<file path="config.mk">
export PLATFORM = sky130hd
export DESIGN_NAME = rf_wb_arbiter
export DESIGN_NICKNAME = d
export VERILOG_FILES = /design/src/rtl/rf_wb_arbiter_pkg.sv /design/src/rtl/rf_wb_pend_buf.sv /design/src/rtl/rf_wb_arbiter.sv
export SDC_FILE = /design/constraint.sdc
export NUM_CORES = 1
export LEC_CHECK = 0
export CAP_MARGIN = 25
export CORE_MARGIN = 8
export CORE_UTILIZATION = 36
export DETAILED_ROUTE_END_ITERATION = 8
export HOLD_SLACK_MARGIN = 0.05
export PLACE_DENSITY = 0.89
export SYNTH_ARGS = -nofsm -noshare
export SYNTH_HDL_FRONTEND = slang
export SYNTH_HIERARCHICAL = 1
export SYNTH_SLANG_ARGS = --single-unit
</file>
<file path="constraint.sdc">
create_clock -name clk -period 2.5 [get_ports clk]
set_clock_uncertainty 0.15 [all_clocks]
set_input_delay 0.25 -clock clk [delete_from_list [all_inputs] [get_ports clk]]
set_output_delay 0.25 -clock clk [all_outputs]
set_load 0.05 [all_outputs]
</file>
<file path="src/rtl/rf_wb_arbiter_pkg.sv">
// Shared types and widths for the register-file write-back arbiter.
package rf_wb_arbiter_pkg;

  localparam int unsigned ADDR_W    = 5;
  localparam int unsigned DATA_W    = 32;
  localparam int unsigned PC_W      = 32;
  // Bypass bus: valid + addr + data
  localparam int unsigned BYP_BUS_W = 1 + ADDR_W + DATA_W;

  // Pending-divider-result FSM
  typedef enum logic [1:0] {
    IDLE  = 2'd0,
    PEND  = 2'd1,
    FORCE = 2'd2
  } arb_state_e;

  // Bypass bus payload
  typedef struct packed {
    logic              valid;
    logic [ADDR_W-1:0] addr;
    logic [DATA_W-1:0] data;
  } byp_bus_t;

  // r0 is hardwired to zero, so writes to it never reach the RF
  function automatic logic is_rf_write(input logic [ADDR_W-1:0] addr);
    return addr != ADDR_W'(0);
  endfunction

endpackage

</file>
<file path="src/rtl/rf_wb_pend_buf.sv">
// Single-entry holding buffer for divider results plus its starvation counter.
module rf_wb_pend_buf
  import rf_wb_arbiter_pkg::*;
#(
  parameter int unsigned STARVE_MAX = 4
) (
  input  logic              clk,
  input  logic              reset,
  input  logic              div_valid,
  input  logic [ADDR_W-1:0] div_addr,
  input  logic [DATA_W-1:0] div_data,
  input  logic [PC_W-1:0]   div_pc,
  input  logic              buf_grant,
  output logic              div_ready_c,
  output logic              buf_valid_c,
  output logic              buf_force_c,
  output logic [ADDR_W-1:0] buf_addr,
  output logic [DATA_W-1:0] buf_data,
  output logic [PC_W-1:0]   buf_pc
);

  localparam int unsigned CNT_W = (STARVE_MAX < 1) ? 1 : $clog2(STARVE_MAX + 1);
  localparam logic [CNT_W-1:0] CNT_MAX = CNT_W'(STARVE_MAX);

  arb_state_e       state_q, state_d;
  logic [CNT_W-1:0] cnt_q, cnt_d;
  logic             load_c;

  assign buf_valid_c = (state_q != IDLE);
  assign buf_force_c = (state_q == FORCE);
  // A full buffer that is being drained this cycle can take a new result
  assign div_ready_c = ~reset & (~buf_valid_c | buf_grant);
  assign load_c      = div_valid & div_ready_c;

  // State and starvation counter registers
  always_ff @(posedge clk) begin
    if (reset) begin
      state_q <= IDLE;
      cnt_q   <= '0;
    end else begin
      state_q <= state_d;
      cnt_q   <= cnt_d;
    end
  end

  // Next state: fill, drain, or count lost arbitration rounds
  always_comb begin
    state_d = state_q;
    cnt_d   = cnt_q;
    case (state_q)
      IDLE: begin
        if (load_c) begin
          state_d = PEND;
          cnt_d   = '0;
        end
      end
      PEND, FORCE: begin
        if (buf_grant) begin
          cnt_d   = '0;
          state_d = load_c ? PEND : IDLE;
        end else begin
          if (cnt_q != CNT_MAX) cnt_d = cnt_q + CNT_W'(1);
          state_d = (cnt_d == CNT_MAX) ? FORCE : PEND;
        end
      end
      default: begin
        state_d = IDLE;
        cnt_d   = '0;
      end
    endcase
  end

  // Buffer payload, captured on a divider handshake
  always_ff @(posedge clk) begin
    if (reset) begin
      buf_addr <= '0;
      buf_data <= '0;
      buf_pc   <= '0;
    end else if (load_c) begin
      buf_addr <= div_addr;
      buf_data <= div_data;
      buf_pc   <= div_pc;
    end
  end

endmodule

</file>
<file path="src/rtl/rf_wb_arbiter.sv">
// Arbitrates the single RF write port between the WB stage and buffered divider results.
module rf_wb_arbiter
  import rf_wb_arbiter_pkg::*;
#(
  parameter int unsigned STARVE_MAX = 4
) (
  input  logic        clk,
  input  logic        reset,
  input  logic        wb_valid,
  input  logic        wb_we,
  input  logic [4:0]  wb_addr,
  input  logic [31:0] wb_data,
  input  logic [31:0] wb_pc,
  output logic        wb_ready,
  input  logic        div_valid,
  input  logic [4:0]  div_addr,
  input  logic [31:0] div_data,
  input  logic [31:0] div_pc,
  output logic        div_ready,
  output logic        rf_we,
  output logic [4:0]  rf_waddr,
  output logic [31:0] rf_wdata,
  output logic        byp_buf_valid,
  output logic [4:0]  byp_buf_addr,
  output logic [31:0] byp_buf_data,
  output logic [31:0] debug_wb_pc,
  output logic [3:0]  debug_wb_rf_wen,
  output logic [4:0]  debug_wb_rf_wnum,
  output logic [31:0] debug_wb_rf_wdata
);

  logic              buf_valid_c, buf_force_c;
  logic [ADDR_W-1:0] buf_addr;
  logic [DATA_W-1:0] buf_data;
  logic [PC_W-1:0]   buf_pc;
  logic              wb_req_c, buf_grant_c, wb_grant_c, wb_nowrite_c, any_grant_c;
  logic [ADDR_W-1:0] sel_addr_c;
  logic [DATA_W-1:0] sel_data_c;
  logic [PC_W-1:0]   sel_pc_c;
  byp_bus_t          byp_c;

  rf_wb_pend_buf #(
    .STARVE_MAX (STARVE_MAX)
  ) u_pend_buf (
    .clk         (clk),
    .reset       (reset),
    .div_valid   (div_valid),
    .div_addr    (div_addr),
    .div_data    (div_data),
    .div_pc      (div_pc),
    .buf_grant   (buf_grant_c),
    .div_ready_c (div_ready),
    .buf_valid_c (buf_valid_c),
    .buf_force_c (buf_force_c),
    .buf_addr    (buf_addr),
    .buf_data    (buf_data),
    .buf_pc      (buf_pc)
  );

  // Grant: lone requester wins; on conflict the buffer wins when starved or on a WAW hazard
  always_comb begin
    wb_req_c     = wb_valid & wb_we;
    buf_grant_c  = ~reset & buf_valid_c &
                   (~wb_req_c | buf_force_c | (buf_addr == wb_addr));
    wb_grant_c   = ~reset & wb_req_c & ~buf_grant_c;
    wb_nowrite_c = ~reset & wb_valid & ~wb_we;
    any_grant_c  = buf_grant_c | wb_grant_c;
    sel_addr_c   = wb_addr;
    sel_data_c   = wb_data;
    sel_pc_c     = wb_pc;
    if (buf_grant_c) begin
      sel_addr_c = buf_addr;
      sel_data_c = buf_data;
      sel_pc_c   = buf_pc;
    end
  end

  assign wb_ready = ~(wb_req_c & buf_grant_c);

  // Registered RF write port and retirement trace
  always_ff @(posedge clk) begin
    if (reset) begin
      rf_we       <= 1'b0;
      rf_waddr    <= '0;
      rf_wdata    <= '0;
      debug_wb_pc <= '0;
    end else begin
      rf_we       <= any_grant_c & is_rf_write(sel_addr_c);
      rf_waddr    <= any_grant_c ? sel_addr_c : '0;
      rf_wdata    <= any_grant_c ? sel_data_c : '0;
      debug_wb_pc <= any_grant_c  ? sel_pc_c :
                     wb_nowrite_c ? wb_pc    : '0;
    end
  end

  assign debug_wb_rf_wen   = {4{rf_we}};
  assign debug_wb_rf_wnum  = rf_waddr;
  assign debug_wb_rf_wdata = rf_wdata;

  // Pending result is forwardable straight from the buffer
  assign byp_c         = '{valid: buf_valid_c, addr: buf_addr, data: buf_data};
  assign byp_buf_valid = byp_c.valid;
  assign byp_buf_addr  = byp_c.addr;
  assign byp_buf_data  = byp_c.data;

endmodule
</file>
## Yosys cells after proc, flatten, opt, wreduce, memory -nomap -nowiden

Cells that the tools add are included.
W data, S select, Z words.

| word-level totals | value |
|---|---|
| register bits | 144 |
| bits in latches | 0 |
| memory bits (writable) | 0 |
| memory bits (read-only) | 0 |
| output and inout bits | 151 |
| memories | 0 |

| cells by class | value |
|---|---|
| add/subtract/negate cells | 1 |
| multiply operators | 0 |
| div/mod/pow operators | 0 |
| magnitude comparators | 0 |
| equality and inequality tests | 6 |
| shifts and indexed selects | 0 |
| mux-type cells | 16 |
| bitwise operators | 22 |
| reduce and logical (&&, ||, !) cells | 5 |

Operator list:

| operator | count |
|---|---|
| $mux W32 | 4 |
| $mux W3 | 5 |
| $and A1 B1 Y1 | 11 |
| $not A1 Y1 | 7 |
| $mux W2 | 3 |
| $pmux W3 S2 | 1 |
| $eq A5 B5 Y1 | 1 |
| $mux W5 | 1 |
| $reduce_bool A5 Y1 | 1 |
| $or A1 B1 Y1 | 4 |
| $pmux W2 S2 | 1 |
| $reduce_or A2 Y1 | 2 |
| $add A3 B1 Y3 const B | 1 |
| $eq A3 B3 Y1 const B | 1 |
| $ne A3 B3 Y1 const B | 1 |
| $eq A2 B1 Y1 const B | 1 |
| $eq A2 B2 Y1 const B | 1 |
| $logic_not A2 Y1 | 1 |
| $ne A2 B1 Y1 const B | 1 |
| $reduce_bool A2 Y1 | 1 |
| $mux W1 | 1 |

## Logic depth before layout (Yosys ltp)

Gate-level depths: netlist of the first run.

| logic depth | value |
|---|---|
| depth in word-level cells | 11 |
| gate-level depth with buffers | 13 |
| mapped depth without buffers | 10 |

## Cells and area by module

The synthesis of the first run kept the hierarchy.

Modules (own cells, without submodules):

| module | instances | cells an instance | area an instance (um^2) | seq. area each (um^2) |
|---|---|---|---|---|
| rf_wb_pend_buf | 1 | 352 | 2901.5 | 1481.4 |
| rf_wb_arbiter | 1 | 297 | 2736.4 | 1401.3 |

## Least setup slack after synthesis of the first run

No wires, ideal clock.

| timing path | value |
|---|---|
| path type | register to output |
| start point | register u_pend_buf.state_q[0] |
| end point | output port div_ready |
| arrival time | 2.768 ns |
| required time | 2.100 ns |
| slack | -0.668 ns |
| stages on the path, launching flop included | 11 |
| path buffers | 2 |
| path through | dfxtp_1 inv_1 ha_1 inv_1 nor2b_1 nand3_1 o21ai_4 buf_2 nor2_2 clkbuf_1 nor2_1 |

| on the way | value |
|---|---|
| elaborated cells between the ends (all ways) | 9 |
| those cells by class | eq/ne: 1; bitwise: 7; reduce/logical: 1 |

RTL lines:

| item | RTL line | text |
|---|---|---|
| from (decl) | rf_wb_pend_buf.sv:25 | `arb_state_e state_q, state_d;` |
| from (signal assigned) | rf_wb_pend_buf.sv:41 | `state_q <= state_d;` |
| $reduce_bool A2 Y1 | rf_wb_pend_buf.sv:29 | `assign buf_valid_c = (state_q != IDLE);` |
| via byp_buf_valid | rf_wb_arbiter.sv:23 | `output logic byp_buf_valid,` |
| $and A1 B1 Y1 (2 in a row) | rf_wb_arbiter.sv:63 | `buf_grant_c = ~reset & buf_valid_c &` |
| via buf_grant_c | rf_wb_arbiter.sv:36 | `logic wb_req_c, buf_grant_c, wb_grant_c, wb_nowrite_c, any_grant_c;` |
| $or A1 B1 Y1 | rf_wb_pend_buf.sv:32 | `assign div_ready_c = ~reset & (~buf_valid_c \| buf_grant);` |
| $and A1 B1 Y1 | rf_wb_pend_buf.sv:32 |  |
| to (decl) | rf_wb_arbiter.sv:19 | `output logic div_ready,` |

The timed path passes the listed nets, and every way through them passes these cells.

## Worst setup path in the final report of the first run

| timing path | value |
|---|---|
| start point | register u_pend_buf.state_q[0] |
| end point | output port wb_ready |

| on the way | value |
|---|---|
| longest elaborated chain between the ends | 6 |
| elaborated cells between the ends (all ways) | 8 |
| those cells by class | eq/ne: 1; bitwise: 6; reduce/logical: 1 |

RTL lines:

| item | RTL line | text |
|---|---|---|
| $eq A2 B2 Y1 | rf_wb_pend_buf.sv:30 | `assign buf_force_c = (state_q == FORCE);` |
| $or A1 B1 Y1 (2 in a row) | rf_wb_arbiter.sv:64 | `(~wb_req_c \| buf_force_c \| (buf_addr == wb_addr));` |
| $and A1 B1 Y1 (*) | rf_wb_arbiter.sv:63 |  |
| $and A1 B1 Y1 (*) | rf_wb_arbiter.sv:78 | `assign wb_ready = ~(wb_req_c & buf_grant_c);` |
| $not A1 Y1 (*) | rf_wb_arbiter.sv:78 |  |
| to (decl) | rf_wb_arbiter.sv:14 | `output logic wb_ready,` |

Mark *: on every way between the ends. The rest lies on a longest branch, timed or not.

==> results of run 1 <==
==> stage by stage <==
stage / std cells / util, %
detailed placement: 1083 / 55.9
finish: 1121 / 60.3
CTS: 1118 / 60.1
floorplan: 649 / -
global placement: 1083 / 55.9
global route: 1121 / 60.3
==> layout make-up <==
| cell class | count | area [um^2] |
|---|---|---|
| Fill cell | 1258 | 6060 |
| Timing Repair Buffer | 315 | 3150 |
| Sequential cell | 144 | 2890 |
| Multi-Input combinational cell | 409 | 2240 |
| Clock buffer | 19 | 453 |
| Tap cell | 211 | 264 |
| Clock inverter | 13 | 160 |
| Inverter | 8 | 33.8 |
| Antenna cell | 2 | 5.00 |
==> logic make-up (layout without fill, tap and decap cells) <==
| family | count (synthesis) | count (layout) | synth area share [%] |
|---|---|---|---|
| other | 0 | 2 | 0 |
| AOI/OAI and AO/OA | 158 | 158 | 20.1 |
| adders and majority gates | 5 | 5 | 1.11 |
| DFF | 144 | 144 | 51.1 |
| buffers and inverters | 96 | 355 | 9.81 |
| and+or+nand+nor | 241 | 241 | 17.1 |
| xor gates and xnor gates | 5 | 5 | 0.777 |
==> per-layer routing <==
layer	part of all wire (%)	vias up	wire length [um]
met1	37	2568	7640
li1	-	2666	-
met4	2.7	6	548
met3	11	38	2230
met2	49	275	10100
met5	0.18	-	37
==> layout by cell type, fill, tap and decap left out, types with 2 or more instances in the layout <==
cell type	instances
a21oi_1	7
a22o_1	32
buf_12	4
buf_4	18
buf_6	3
bufinv_16	3
clkbuf_16	17
clkbuf_8	2
clkdlybuf4s50_1	290
clkinv_2	4
clkinv_4	3
clkinvlp_4	3
dfxtp_1	142
dfxtp_2	2
diode_2	2
ha_1	4
inv_1	5
inv_2	2
nand2_1	213
nand3_1	7
nand3_2	2
nor2_1	3
nor2_4	2
nor3_1	4
o211ai_1	69
o21ai_0	18
o21ai_1	21
or3_1	2
xnor2_1	5
==> power by group <==
part | internal [mW] | total, mW | leakage (nW) | switching, mW
Clock | 1.62 | 2.62 | 0.299 | 0.995
Sequential | 2.47 | 2.58 | 1.18 | 0.111
Combinational | 0.633 | 1.68 | 2.19 | 1.04
==> final timing paths <==
check	from	end	cells past startpoint
max	u_pend_buf/state_q[0]	wb_ready	9
min	div_pc[19]	u_pend_buf/buf_pc[19]	3
max reg2reg	u_pend_buf/state_q[0]	u_pend_buf/buf_pc[30]	12
min reg2reg	u_pend_buf/buf_pc[15]	debug_wb_pc[15]	2
==> registers in the layout, indices dropped and copies added (netlist names) <==
register             cells
rf_we                    1
debug_wb_rf_wnum         5
u_pend_buf/buf_pc       32
u_pend_buf/state_q       2
debug_wb_rf_wdata       32
u_pend_buf/buf_data     32
u_pend_buf/cnt_q         3
debug_wb_pc             32
u_pend_buf/buf_addr      5
==> worst max-delay path, stage by stage, from the launching register on <==
cell,delay (ns)
dfxtp_2,0.34
inv_1,0.06
ha_2,0.23
clkinvlp_4,0.09
nor2b_4,0.15
nand3_2,0.09
o21ai_4,0.22
buf_6,0.13
nand3_1,0.09
buf_6,0.18
==> cell usage after synthesis, types with 2 or more instances <==
library cell and number:
buf_4 43, o21ai_1 22, nor2_1 4, nand3_1 8, o211ai_1 69, nand2_1 213, nor3_1 4, clkbuf_1 29
a22o_1 32, dfxtp_1 144, inv_2 2, buf_2 12, buf_6 2, o21ai_0 18, nor2b_1 3, xnor2_1 5
or3_1 2, inv_1 6, ha_1 5, a21oi_1 7
==> what timing repair did <==
item,CTS,global route
setup buffers,3,1
gates resized for setup,4,3
pin swaps,1,2
endpoints found under the hold margin,0,0
gates cloned,0,0
setup endpoints to repair,2,3
==> run summary, run 1 <==
Tcrit/Tclk final: 95.6%
Detailed Route WL: 20600 um
DR iter-0 viols: 296
# setup viols final: 0
# hold bufs at CTS: 0
clk slew on worst S/H paths: 0.06 ns
GR Util met3: 8.07%
core region area: 15300 um^2
CTS tree: built
PD cells: 747 nW/um^2
share of the synthesized area in the top cell type: 51.1%
synthesized instance count: 649
met1 Resource Use GR: 20.8%
via count: 5553
Mapped Area: 5640 um^2
mean post-synth cell area: 8.69 um^2
die area: 19900 um^2
die width: 141 um
H-tree Lvls: 4
LEAKAGE: 3.67 nW
DRT antenna net count: 0
WL per Instance: 18.3 um
crit end category: output port
Root Buffer: clkbuf_16
setup TNS: 0 ns
max-slew violation count: 0
total power: 6.87 mW
post-synth cell types: 39
reg-to-reg slack, setup: 0.23 ns
Least-Margin Pin Slew: 0.931 ns
ys async rst share: 0%
RSZ-0062 raised after global routing: no
pin count of the biggest net entering global routing: 59
worst-path fanout max: 4
final worst slack: 0.109 ns
CTS Buf Count: 17
Clock Tree Buf Depth: 2
worst hold slack: 0.210 ns
global-route wire length before repair: 30800 um
Finished Cell Area: 9200 um^2
layout cells sized above 1: 8.15%
Max Clk Rate: 418 MHz
Site Rows: 45
post-DP HPWL: 15400 um
min-delay worst type: in2reg
syn nets: 797
clk sink count: 144
Post-synth EDFFs: 0
GP Congestion: 0.826
I/O Buffers: 293
outcome: finished clean
GRT Util Overall: 19.8%
via count of the first global-routing pass: 5530
initial antenna violation count: 5
clk_lat worst skew: 0.42 ns
Seq cells post-synth: 144
placed cell area: 8530 um^2
Area growth syn-to-layout: 63.1%
Pre-antenna DRT Iters: 5
WP data required: 2.10 ns
Synth area leaders: dfxtp_1 51%, nand2_1 14%, o211ai_1 9.2%
critical path class: reg2out
DR DRC count: 0
Worst slew margin: 37.8%
Yosys warnings: 6
met2 usage: 34.4%
Final min period: 2.39 ns
Critical Path AT: 1.99 ns
Via density: 4.95
Seq/Total Area, Yosys: 51.1%
Worst setup SP type: register
# IOs: 294
# nets final: 1043
Die Ht: 141 um
Top FF cell, synth: dfxtp_1
dpl ws: 0.0993 ns
total global routing overflow: 0
Hold Violations, Final: 0
max-cap viol count: 0
busiest grt layer: met2
Peak supply drop: 0.523 mV
initial core utilization: 36.9%
Synth area leader: dfxtp_1
(Power assumes the default switching activity.)
==> run 2: changes to the inputs <==
--- a/config.mk
+++ b/config.mk
@@ -5,12 +5,11 @@
 export SDC_FILE = /design/constraint.sdc
 export NUM_CORES = 1
 export LEC_CHECK = 0
-export CAP_MARGIN = 25
 export CORE_MARGIN = 8
 export CORE_UTILIZATION = 36
 export DETAILED_ROUTE_END_ITERATION = 8
 export HOLD_SLACK_MARGIN = 0.05
-export PLACE_DENSITY = 0.89
+export PLACE_DENSITY_LB_ADDON = 0.1
 export SYNTH_ARGS = -nofsm -noshare
 export SYNTH_HDL_FRONTEND = slang
 export SYNTH_HIERARCHICAL = 1
==> run 2 against run 1 <==
First-iteration DRC count decreased by 41%. Via count decreased by 1.9%. Largest cell class unchanged. Register-to-register slack got worse by 0.06 ns. Core utilization increased by 0.42 points. Critical endpoint is now div_ready. Critical path depth increased by 1. Global-route usage increased by 0.18 points. Design area increased by 0.69%. Cell count increased by 0.18%. Maximum frequency decreased by 0.27%.
==> run summary, run 2 (synthesis gave the netlist of run 1 again) <==
Area growth syn-to-layout: 64.2%
initial core utilization: 36.9% (unchanged)
layout cells sized above 1: 8.44% (+0.29 points)
clk slew on worst S/H paths: 0.06 ns (about the same)
Hold Violations, Final: 0 (unchanged)
Final min period: 2.40 ns (+0.00656 ns)
Tcrit/Tclk final: 95.9% (+0.26 points)
final cell count without fillers: 1123 (+0.18%)
Max Clk Rate: 417 MHz (-0.27%)
DR DRC count: 0 (unchanged)
Root Buffer: clkbuf_16
met2 usage: 35.8% (+1.4 points)
RSZ-0062 raised after global routing: no
commonest non-fill, non-tap cells in the layout: 290 x clkdlybuf4s50_1, 213 x nand2_1, 142 x dfxtp_1, 69 x o211ai_1, 32 x a22o_1
Critical Path AT: 2.00 ns (about the same)
pin count of the biggest net entering global routing: 43 (-27%)
Site Rows: 45 (unchanged)
WL per Instance: 18.1 um (-1.6%)
DR iter-0 viols: 174 (-41%)
via count of the first global-routing pass: 5642 (+2.0%)
GRT Util Overall: 20.0% (+0.18 points)
Layout fillers: 1305 (+3.7%)
Pre-antenna DRT Iters: 4 (-1)
LEAKAGE: 3.70 nW (+0.74%)
PD cells: 749 nW/um^2 (+0.30%)
min-delay worst type: in2reg
clk sink count: 144 (unchanged)
core region area: 15300 um^2 (unchanged)
Worst setup SP type: register
WP data required: 2.10 ns (about the same)
Peak supply drop: 0.449 mV (-14%)
GR Util met3: 7.36% (-0.71 points)
Die Ht: 141 um (unchanged)
Worst slew margin: 38.9% (+1.2 points)
placed cells: 1084 (+0.092%)
max-slew violation count: 0 (unchanged)
Via density: 4.85 (-2.1%)
H-tree Lvls: 4 (unchanged)
initial antenna violation count: 0 (-5)
global-route wire length before repair: 31400 um (+2.1%)
outcome: finished clean
CTS Buf Count: 17 (unchanged)
# nets final: 1048 (+0.48%)
post-DP HPWL: 15100 um (-2.3%)
max-cap viol count: 0 (unchanged)
die area: 19900 um^2 (unchanged)
Clock Tree Buf Depth: 2 (unchanged)
setup TNS: 0 ns (unchanged)
commonest non-fill, non-tap cell in the layout: clkdlybuf4s50_1
DRT antenna net count: 0 (unchanged)
total global routing overflow: 0 (unchanged)
via count: 5448 (-1.9%)
CTS tree: built
busiest grt layer: met2
met1 Resource Use GR: 21.5% (+0.73 points)
die width: 141 um (unchanged)
Least-Margin Pin Slew: 0.914 ns (-0.0173 ns)
I/O Buffers: 293 (unchanged)
# diodes: 0 (-2)
critical path class: reg2out
# setup viols final: 0 (unchanged)
worst-path fanout max: 4 (unchanged)
Detailed Route WL: 20300 um (-1.4%)
clk_lat worst skew: 0.41 ns (about the same)
GP Congestion: 0.811 (-1.8%)
crit end category: output port
# IOs: 294 (unchanged)
[run 2: cell types whose count changed in the layout (fill, tap and decap cells not counted), sizes merged]
cell and delta:
clkbuf +2, clkinvlp +2, diode -2, bufbuf +1, inv -1, bufinv +1, clkinv -5, buf +4
[run 2: timing repair]
action / 4_1_cts / 5_1_grt
pin swaps: 2 / 1
cloned: 1 / 0
setup endpoints to repair: 2 / 26
resized for setup: 4 / 2
hold buffers: 0 / 0
buffers inserted: 5 / 2
[run 2: where the power goes]
group	switching [mW]	internal [mW]	total (mW)
Sequential	0.110	2.47	2.58
Clock	0.951	1.71	2.66
Combinational	1.04	0.653	1.70
Total	2.10	4.83	6.94
[run 2: path summary, 6_finish.rpt]
check / startpoint / end / slack [ns] / cells past startpoint
max reg2reg: u_pend_buf/state_q[0] / u_pend_buf/buf_pc[23] / 0.17 / 13
min: div_data[30] / u_pend_buf/buf_data[30] / 0.22 / 3
max: u_pend_buf/state_q[0] / div_ready / 0.10 / 10
min reg2reg: u_pend_buf/buf_pc[3] / debug_wb_pc[3] / 0.30 / 2
[run 2: worst max-delay path, cell delays in order, from the launching register on]
cell        delay (ns)
dfxtp_2           0.35
inv_2             0.06
ha_4              0.18
clkinvlp_4        0.07
nor2b_4           0.16
nand3_2           0.09
o21ai_4           0.24
buf_12            0.14
nor2_4            0.04
nor2_4            0.11
buf_12            0.14
[run 2: per-layer routing]
metal,wire length [um],share of wire (%),vias up
li1,-,-,2682
met2,10100,50,227
met5,0,0,-
met3,1980,9.8,18
met1,7900,39,2521
met4,280,1.4,0
[run 2: stage by stage]
| stage | util, % | setup slack (ns) | power (mW) | cell area (um^2) | hold slack [ns] |
|---|---|---|---|---|---|
| 6_report | 60.7 | 0.102 | 6.94 | 9260 | 0.222 |
| 3_5_place_dp | 55.8 | 0.0560 | 4.29 | 8520 | 0.292 |
| 3_3_place_gp | 55.8 | 0.0730 | 4.26 | 8520 | 0.284 |
| 2_1_floorplan | - | 0.00336 | 3.61 | 5670 | 0.199 |
| 4_1_cts | 60.6 | 0.0229 | 7.00 | 9240 | 0.202 |
| 5_1_grt | 60.7 | 0.00447 | 7.22 | 9260 | 0.212 |
[run 2: area by class of cell]
type | instances | area, um^2 | share of cell area [%]
timing repair buffer | 320 | 3200 | 34.6
sequential | 144 | 2890 | 31.2
multi-input combinational | 409 | 2250 | 24.3
clock buffer | 21 | 460 | 4.97
tap | 211 | 264 | 2.85
clock inverter | 10 | 160 | 1.73
inverter | 8 | 33.8 | 0.365
